## config.mk

```make
export PLATFORM = sky130hd
export DESIGN_NAME = logit_argmax_classifier
export DESIGN_NICKNAME = d
export VERILOG_FILES = /design/src/rtl/nn_pkg.sv /design/src/rtl/argmax_update.sv /design/src/rtl/logit_argmax_classifier.sv
export SDC_FILE = /design/constraint.sdc
export NUM_CORES = 1
export LEC_CHECK = 0
export ABC_AREA = 1
export BUFFER_PORTS_ARGS = -buffer_cell sky130_fd_sc_hd__buf_2
export CAP_MARGIN = 20
export CORE_ASPECT_RATIO = 0.8
export CORE_MARGIN = 10
export CORE_UTILIZATION = 40
export DETAILED_ROUTE_END_ITERATION = 8
export PLACE_DENSITY_LB_ADDON = 0.2
export REMOVE_ABC_BUFFERS = 1
export SYNTH_ARGS = -nofsm -noshare
export SYNTH_HDL_FRONTEND = slang
export SYNTH_HIERARCHICAL = 1
export SYNTH_SLANG_ARGS = --single-unit
```

## constraint.sdc

```tcl
create_clock -name clk -period 4.2 [get_ports clk]
set_clock_uncertainty 0.1 [all_clocks]
set_input_delay 0.42 -clock clk [delete_from_list [all_inputs] [get_ports clk]]
set_output_delay 0.42 -clock clk [all_outputs]
set_load 0.05 [all_outputs]
```

## src/rtl/nn_pkg.sv

```systemverilog
// Shared network definitions: default widths, logit/class types and the
// argmax classifier state encoding.
package nn_pkg;

    localparam int DEFAULT_NUM_CLASSES = 10;
    localparam int DEFAULT_ACC_WIDTH   = 32;

    typedef logic signed [DEFAULT_ACC_WIDTH-1:0]       logit_t;
    typedef logic [$clog2(DEFAULT_NUM_CLASSES)-1:0]    class_idx_t;

    localparam logit_t LOGIT_MIN = {1'b1, {(DEFAULT_ACC_WIDTH-1){1'b0}}};

    typedef enum logic [1:0] {
        IDLE,
        SCAN,
        HOLD
    } argmax_state_t;

endpackage

```

## src/rtl/argmax_update.sv

```systemverilog
// One step of a running top-2 search: folds candidate x (at index idx) into
// the current (best, best_idx, second). Strict compares keep the lowest index on ties.
module argmax_update #(
    parameter int ACC_WIDTH = 32,
    parameter int IDX_WIDTH = 4
) (
    input  logic signed [ACC_WIDTH-1:0] best,
    input  logic        [IDX_WIDTH-1:0] best_idx,
    input  logic signed [ACC_WIDTH-1:0] second,
    input  logic signed [ACC_WIDTH-1:0] x,
    input  logic        [IDX_WIDTH-1:0] idx,
    output logic signed [ACC_WIDTH-1:0] next_best,
    output logic        [IDX_WIDTH-1:0] next_best_idx,
    output logic signed [ACC_WIDTH-1:0] next_second
);

    always_comb begin
        next_best     = best;
        next_best_idx = best_idx;
        next_second   = second;
        if (x > best) begin
            next_second   = best;
            next_best     = x;
            next_best_idx = idx;
        end else if (x > second) begin
            next_second = x;
        end
    end

endmodule

```

## src/rtl/logit_argmax_classifier.sv

```systemverilog
// Captures a logit vector, scans it one element per cycle for the top class,
// score and top-1/top-2 margin, and holds the result on a valid/ready output.
module logit_argmax_classifier
    import nn_pkg::*;
#(
    parameter int NUM_CLASSES = DEFAULT_NUM_CLASSES,
    parameter int ACC_WIDTH   = DEFAULT_ACC_WIDTH,
    parameter int CNT_WIDTH   = 16
) (
    input  logic                                    clk,
    input  logic                                    rst_n,
    input  logic                                    in_valid,
    input  logic [NUM_CLASSES-1:0][ACC_WIDTH-1:0]   in_data,
    output logic                                    in_ready,
    output logic                                    out_valid,
    input  logic                                    out_ready,
    output logic [$clog2(NUM_CLASSES)-1:0]          out_class,
    output logic signed [ACC_WIDTH-1:0]             out_score,
    output logic [ACC_WIDTH-1:0]                    out_margin,
    output logic [CNT_WIDTH-1:0]                    drop_count
);

    localparam int IDX_WIDTH = $clog2(NUM_CLASSES);
    localparam logic [IDX_WIDTH-1:0] LAST_IDX = IDX_WIDTH'(NUM_CLASSES - 1);
    localparam logic signed [ACC_WIDTH-1:0] MIN_LOGIT = {1'b1, {(ACC_WIDTH-1){1'b0}}};

    argmax_state_t state_q, state_d;

    logic [NUM_CLASSES-1:0][ACC_WIDTH-1:0] vec_q;
    logic signed [ACC_WIDTH-1:0] best_q, second_q, x;
    logic signed [ACC_WIDTH-1:0] nxt_best, nxt_second;
    logic [IDX_WIDTH-1:0]        best_idx_q, idx_q, nxt_best_idx;
    logic [ACC_WIDTH-1:0]        margin;
    logic                        capture, finish;

    assign in_ready  = (state_q == IDLE) | ((state_q == HOLD) & out_ready);
    assign out_valid = (state_q == HOLD);
    assign capture   = in_valid & in_ready;
    assign x         = vec_q[idx_q];

    // best >= second always holds, so the low ACC_WIDTH bits of the wide
    // difference are exactly the unsigned margin.
    assign margin = nxt_best - nxt_second;

    argmax_update #(
        .ACC_WIDTH (ACC_WIDTH),
        .IDX_WIDTH (IDX_WIDTH)
    ) u_update (
        .best          (best_q),
        .best_idx      (best_idx_q),
        .second        (second_q),
        .x             (x),
        .idx           (idx_q),
        .next_best     (nxt_best),
        .next_best_idx (nxt_best_idx),
        .next_second   (nxt_second)
    );

    always_ff @(posedge clk) begin
        if (!rst_n) state_q <= IDLE;
        else        state_q <= state_d;
    end

    always_comb begin
        state_d = state_q;
        finish  = 1'b0;
        unique case (state_q)
            IDLE: if (capture) state_d = SCAN;
            SCAN: begin
                if (idx_q == LAST_IDX) begin
                    finish  = 1'b1;
                    state_d = HOLD;
                end
            end
            HOLD: if (out_ready) state_d = capture ? SCAN : IDLE;
            default: state_d = IDLE;
        endcase
    end

    // Capture and scan never coincide: in_ready is low throughout SCAN.
    always_ff @(posedge clk) begin
        if (!rst_n) begin
            vec_q      <= '0;
            best_q     <= '0;
            best_idx_q <= '0;
            second_q   <= '0;
            idx_q      <= '0;
            out_class  <= '0;
            out_score  <= '0;
            out_margin <= '0;
            drop_count <= '0;
        end else begin
            if (capture) begin
                vec_q      <= in_data;
                best_q     <= in_data[0];
                best_idx_q <= '0;
                second_q   <= MIN_LOGIT;
                idx_q      <= IDX_WIDTH'(1);
            end else if (state_q == SCAN) begin
                best_q     <= nxt_best;
                best_idx_q <= nxt_best_idx;
                second_q   <= nxt_second;
                idx_q      <= idx_q + IDX_WIDTH'(1);
            end
            if (finish) begin
                out_class  <= nxt_best_idx;
                out_score  <= nxt_best;
                out_margin <= margin;
            end
            if (in_valid && !in_ready && (drop_count != '1))
                drop_count <= drop_count + CNT_WIDTH'(1);
        end
    end

endmodule

```

# ---- Yosys cells after proc, flatten, opt, wreduce, memory -nomap -nowiden
# Cells that the tools add are included.
dict set report word_totals {
  reg_bits 478
  wordCells 64
}
dict set report classes {
  add_sub_neg 3
  magnitude_cmp 3
  eq_ne 7
  muxes 19
  bitwise_logic 4
  reduce_logical 7
}
# operator count
set ops {}
lappend ops {{32-bit two-way mux} 8}
lappend ops {{32-bit binary-select mux with 4-bit select} 1}
lappend ops {{32-bit greater-than comparator} 2}
lappend ops {{32-bit subtractor} 1}
lappend ops {{16-bit by 1-bit adder with 16-bit output (second input constant)} 1}
lappend ops {{16-bit != test (second input constant)} 1}
lappend ops {{2-bit two-way mux} 3}
lappend ops {{2-bit case mux with 3 select lines} 1}
lappend ops {{4-bit by 5-bit < comparator with 1-bit output (second input constant)} 1}
lappend ops {{1-bit two-way mux} 5}
lappend ops {{4-bit by 1-bit adder with 4-bit output (second input constant)} 1}
lappend ops {{4-bit == test (second input constant)} 1}
lappend ops {{4-bit two-way mux} 1}
lappend ops {{2-bit != test (second input constant)} 2}
lappend ops {{3-bit AND reduction} 1}
lappend ops {{1-bit AND} 2}
lappend ops {{2-bit by 1-bit == test with 1-bit output (second input constant)} 1}
lappend ops {{2-bit == test (second input constant)} 1}
lappend ops {{1-bit logical AND} 2}
lappend ops {{2-bit logical NOT} 1}
lappend ops {{2-bit by 1-bit != test with 1-bit output (second input constant)} 1}
lappend ops {{2-bit nonzero test} 1}
lappend ops {{2-bit OR reduction} 1}
lappend ops {{1-bit logical NOT} 1}
lappend ops {{2 further kinds} 2}

# ---- Longest topological paths before layout
dict set report logic_depth {
  depth_word 7
  ltp_mapped 42
  mapped_depth_nobuf 39
}

# ---- Modules after synthesis
# The synthesis kept the hierarchy.
# module instances cells_each area_per_inst_um2 seq_area_each_um2
set modules_own_cells {}
lappend modules_own_cells {logit_argmax_classifier 1 3191 22237.6 9569.2}
lappend modules_own_cells {argmax_update 1 576 3141.8 0.0}

# ---- Least setup slack after synthesis
# Ideal clock, no wire load.
dict set report synth_timing {
  kind {flip-flop to flip-flop}
  from {register idx_q[0]}
  to {register out_margin[28]}
  setup_time_ps 118
  t_arrival_ps 4421
  t_required_ps 3982
  path_slack_ps -438
  path_stages_with_launch 34
  synth_period_minus_slack_ps 4638
  cell_sequence {dfxtp_1 > buf_2 > buf_6 > buf_4 > nand2_1 > o211ai_1 > nand3_1 > a32o_1 > ha_1 > nand2_1 > nor2_1 > nand2_1 > nor4b_2 > nand2_1 > nand2_1 > nand2_1 > nand3_2 > buf_8 > buf_6 > nand2_1 > o21ai_1 > inv_1 > ha_1 > fa_1 > inv_1 > nand3_1 > nand3_1 > nand3_1 > nand3_1 > nand2_1 > nand3_1 > nand2_1 > nor2_1 > nor2_1}
}
# item line_no
set synth_lines {}
lappend synth_lines {{from (decl)} logit_argmax_classifier.sv:32} ;# logic [IDX_WIDTH-1:0] best_idx_q, idx_q, nxt_best_idx;
lappend synth_lines {{from (signal assigned)} logit_argmax_classifier.sv:103} ;# idx_q <= idx_q + IDX_WIDTH'(1);
lappend synth_lines {{32-bit binary-select mux with 4-bit select} logit_argmax_classifier.sv:39} ;# assign x = vec_q[idx_q];
lappend synth_lines {{32-bit two-way mux (not written as such)} logit_argmax_classifier.sv:39}
lappend synth_lines {{net x[31]} logit_argmax_classifier.sv:30} ;# logic signed [ACC_WIDTH-1:0] best_q, second_q, x;
lappend synth_lines {{32-bit greater-than comparator} argmax_update.sv:21} ;# if (x > best) begin
lappend synth_lines {{32-bit two-way mux} argmax_update.sv:21}
lappend synth_lines {{net nxt_best[0]} logit_argmax_classifier.sv:31} ;# logic signed [ACC_WIDTH-1:0] nxt_best, nxt_second;
lappend synth_lines {{32-bit subtractor} logit_argmax_classifier.sv:43} ;# assign margin = nxt_best - nxt_second;
lappend synth_lines {{to (signal assigned)} logit_argmax_classifier.sv:108} ;# out_margin <= margin;
lappend synth_lines {{to (decl)} logit_argmax_classifier.sv:19} ;# output logic [ACC_WIDTH-1:0] out_margin,
# The timed path passes the listed nets, and every way through them passes these cells. The select of a mux whose other input is x is not followed.
# A chain may end at the register's enable or synchronous reset.

# ---- Worst setup path after layout
dict set report layout_timing {
  from {register idx_q[0]}
  to {register out_margin[27]}
}
dict set report layout_via {
  elab_chain_cells 6
}
# item line_no
set layout_rtl {}
lappend layout_rtl {{32-bit binary-select mux with 4-bit select (*)} logit_argmax_classifier.sv:39}
lappend layout_rtl {{32-bit two-way mux (not written as such) (*)} logit_argmax_classifier.sv:39}
lappend layout_rtl {{net x[27]} logit_argmax_classifier.sv:30}
lappend layout_rtl {{32-bit greater-than comparator} argmax_update.sv:25} ;# end else if (x > second) begin
lappend layout_rtl {{32-bit two-way mux} argmax_update.sv:25}
lappend layout_rtl {{32-bit two-way mux (*)} argmax_update.sv:21}
lappend layout_rtl {{net nxt_second[6]} logit_argmax_classifier.sv:31}
lappend layout_rtl {{32-bit subtractor (*)} logit_argmax_classifier.sv:43}
# Mark *: on every way through the listed nets, which the timed path passes. The rest lies on a longest branch. The select of a mux whose other input is x is not followed.

==> flow_results.org <==
** Outcome
- Status :: finished, violations left
- Violated checks :: negative setup slack

** Critical path
- Startpoint class of the critical path :: flop
- STA classifies the critical path endpoint as a flop.
- Crit Path Category :: reg2reg
- Tracing the worst setup path back leads to its startpoint at idx_q[0].
- The slowest stage of the critical path is the sky130_fd_sc_hd__dfxtp_4 cell.
- The startpoint identified for the worst register-to-register timing path is idx_q[0].
- For this run, the slowest stage of the critical path takes between 400 and 500 ps.
- For flop-to-flop paths, the worst setup slack is -750 ps.
- Max FO, Critical Path :: 8
- Required time of the critical path :: 4590 ps
- STA puts the critical path data arrival time at 5340 ps.
- Most frequent CP cell :: sky130_fd_sc_hd__nand2_1

** Yosys
- Adder-cell share of the synthesized area :: 0.0491
- Async set-or-reset flop fraction in the synthesized netlist :: 0
- The largest total area in the synthesized netlist belongs to sky130_fd_sc_hd__dfxtp_1.
- Of the total synthesized cell area, the portion taken by XOR and XNOR cells is 0.00828.
- Average cell area after synthesis :: about 6.7 µm²
- Of the post-synthesis cell area, the dominant cell type holds 0.377.
- Sequential area share after synthesis :: 0.377
- Post-synth EDFFs :: 0
- Of the total synthesized cell area, the portion taken by AND, OR, NAND and NOR gates is 0.233.
- Leading post-synthesis cells by instance count :: sky130_fd_sc_hd__nand2_1, sky130_fd_sc_hd__dfxtp_1, sky130_fd_sc_hd__o21ai_0
- In this run the cell area of the synthesized design comes to 25,400 µm².
- In the synthesized netlist the dominant register cell turns out to be sky130_fd_sc_hd__dfxtp_1.
- Synth Area in Compound Gates :: 0.216
- Synth unique cells :: between 40 and 50
- FF+latch count, synth :: roughly 480
- Library cell with the highest instance count after synthesis :: sky130_fd_sc_hd__nand2_1
- Multiplexer area fraction after synthesis :: 0
- Number of warnings printed during yosys synthesis :: 6
- Top area cells in the synthesized netlist :: sky130_fd_sc_hd__dfxtp_1, sky130_fd_sc_hd__nand2_1, sky130_fd_sc_hd__o21ai_0
- Largest family of logic cells by synthesized area :: simple AND/OR/NAND/NOR gates
- In the synthesized netlist, the number of instances is 3,767.

** Pwr
- For this design the ratio of total power to cell area is 597 nW/µm².
- Across the VDD grid, the largest voltage drop is approximately 0.43 mV.
- Power consumption :: 22.2 mW
- Leakage :: 16.7 nW

** Final layout
- The area growth from synthesis to layout is 46.6%.
- Summing all flip-flop and latch instances after layout gives about 9600 µm².
- Layout cell share with drive strength beyond 1 :: 0.279
- Fillers :: 5,782
- Measured on the finished design, the core utilization comes to 0.593.
- Net count reported at finish :: ~5,000
- Area of the multi-input gates :: 14,800 µm²
- With fillers left out, the area of the finished cells amounts to 37,200 µm².
- Final standard cell count with taps included and fillers excluded :: 5,481

** Placed design
- After legalization and detailed placement, the total HPWL measured 64,500 µm.
- OpenSTA, run right after detailed placement, puts the worst setup slack at -986 ps.
- After detailed placement, the design holds a cell count of a little over 5,000.
- Buffers placed on the I/O ports in this run total roughly 410.
- Summing all placed instances gives a cell area of 30,200 µm².
- Final GP Congestion :: 0.922

** STA
- Number of hold violations in the final report :: 0
- The final max-slew violation count came to 0.
- Final worst path period need :: 4950 ps
- The worst pin sits at a relative slew slack of 0.359.
- Slack of the critical path :: -749 ps
- Crit share post-route :: 1.18
- RSZ-0062 raised after global routing :: yes
- For the pin with the worst max-slew slack, the measured transition is 961 ps.
- Setup violations remaining at the end of the flow were counted as 31.
- Final-layout setup total negative slack :: -18,900 ps
- Top achievable clock speed :: 202 MHz
- On the final layout, the worst hold slack is approximately 12 ps.

** Clocking
- Clock buffer count from CTS :: 52
- TritonCTS built the clock tree.
- Insertion delay of the later-clocked pin in the worst-skew pair :: 600 ps
- CTS built an H-tree with a depth of 2.
- After clock tree synthesis, the clock-pin slew on the worst setup and hold paths is 60 ps.
- TritonCTS Sinks :: 478
- CTS Root Buffer Type :: sky130_fd_sc_hd__clkbuf_16
- No sink is reached through more buffers than the 3 on the longest clock path.

** Detailed routing
- Wire per inst :: 18.0 µm
- The first TritonRoute pass finished after 6 iterations.
- DR iter-0 viols :: 2,200
- Once detail routing completed, the nets flagged for antenna violations numbered 0.
- Across all layers, the routed design uses between 20,000 and 30,000 vias.
- DRC violations left :: 0
- Via count normalized by instance count :: 5.15
- Wires add up to 98,700 µm.

** Global route
- Maximum number of pins on one net before global-route repair :: 205
- Summed over all layers, the global routing overflow is 0.
- Overall fraction of global-route tracks in use :: 0.248
- First-pass GRT wire length :: around 150,000 µm
- The number of global-route vias before repair is 27,200.
- Antenna violations before repair :: 2

** Die
- I/O pin cnt :: 410
- Starting density of the core :: 0.405
- The core region is between 60,000 and 70,000 µm².
- Height of the die :: 245 µm
- The floorplan has 82 rows.
- The die is 302 µm wide.
- Die Footprint :: around 74,000 µm²

** Worst hold path
- In this run the worst hold path is classified as in2reg.
- Critical hold path startpoint :: in_data[169]

** Job
- Across the run, the number of max-cap violations was 0.
[cell type report]
class,instances,share of cell area
Antenna cell,2,0.000135
Clock buffer,71,0.0402
Clock inverter,23,0.00901
Inverter,465,0.0478
Multi-Input combinational cell,2567,0.398
Sequential cell,478,0.257
Tap cell,840,0.0283
Timing Repair Buffer,1035,0.219
[worst max-delay path, delay by kind of cell (launching register included)]
family	cells	cell delay (ps)
and+or+nand+nor	20	1820
buffers and inverters	8	1070
AOI/OAI and AO/OA	6	880
adders and majority gates	2	540
DFF	1	410
[logic make-up after synthesis]
group,after synthesis
compound gates,1027
xor+xnor,24
fa+ha+maj,99
buf+inv,722
flops,478
simple gates,1417
[cells in the final DEF (no fill, tap or decap), drive strengths merged, types with 9 or more instances in the layout]
master and count:
nand3 169, nor3 9, nor2 463, buf 810
clkinv 10, ha 98, a21oi 417, o21ai 511
o211ai 38, inv 465, nand4 106, dfxtp 478
a32o 18, dlygate4sd3 212, xor2 19, o221ai 32
nand2 661, clkbuf 82
[report_power, final]
| part | internal (mW) | switching [mW] | total [mW] |
|---|---|---|---|
| Sequential | 4.85 | 0.160 | 5.01 |
| Combinational | 5.37 | 6.83 | 12.2 |
| Clock | 2.98 | 2.00 | 4.98 |
| Total | 13.2 | 8.99 | 22.2 |
[routing by layer]
layer	wire length [µm]	up-vias	track usage	share of wire
met4	2990	0	0.0761	0.030
met1	43100	13100	0.321	0.44
met2	46200	910	0.414	0.47
li1	-	14100	-	-
met5	0	-	0	0
met3	6390	196	0.0454	0.065
[registers in the layout, indices dropped and copies added (netlist names)]
| signal | cells |
|---|---|
| state_q | 2 |
| best_q | 32 |
| out_margin | 32 |
| vec_q | 320 |
| out_class | 4 |
| second_q | 32 |
| drop_count | 16 |
| idx_q | 4 |
| out_score | 32 |
| best_idx_q | 4 |
[worst paths after layout]
kind	endpoint	cells after the start
worst min register to register	vec_q[281]	2
worst max-delay path	out_margin[27]	36
worst min-delay path	vec_q[169]	3
worst max register to register	out_margin[27]	36
[timing repair]
| action | 4_1_cts | 5_1_grt |
|---|---|---|
| hold buffers | 212 | 0 |
| gates resized for setup | 198 | 360 |
| pin swaps | 29 | 155 |
| cloned | 5 | 13 |
| endpoints found under the setup margin | 44 | 97 |
| setup buffers | 13 | 32 |
| hold endpoints to repair | 212 | 0 |
Power figures use the tool's default switching activity.
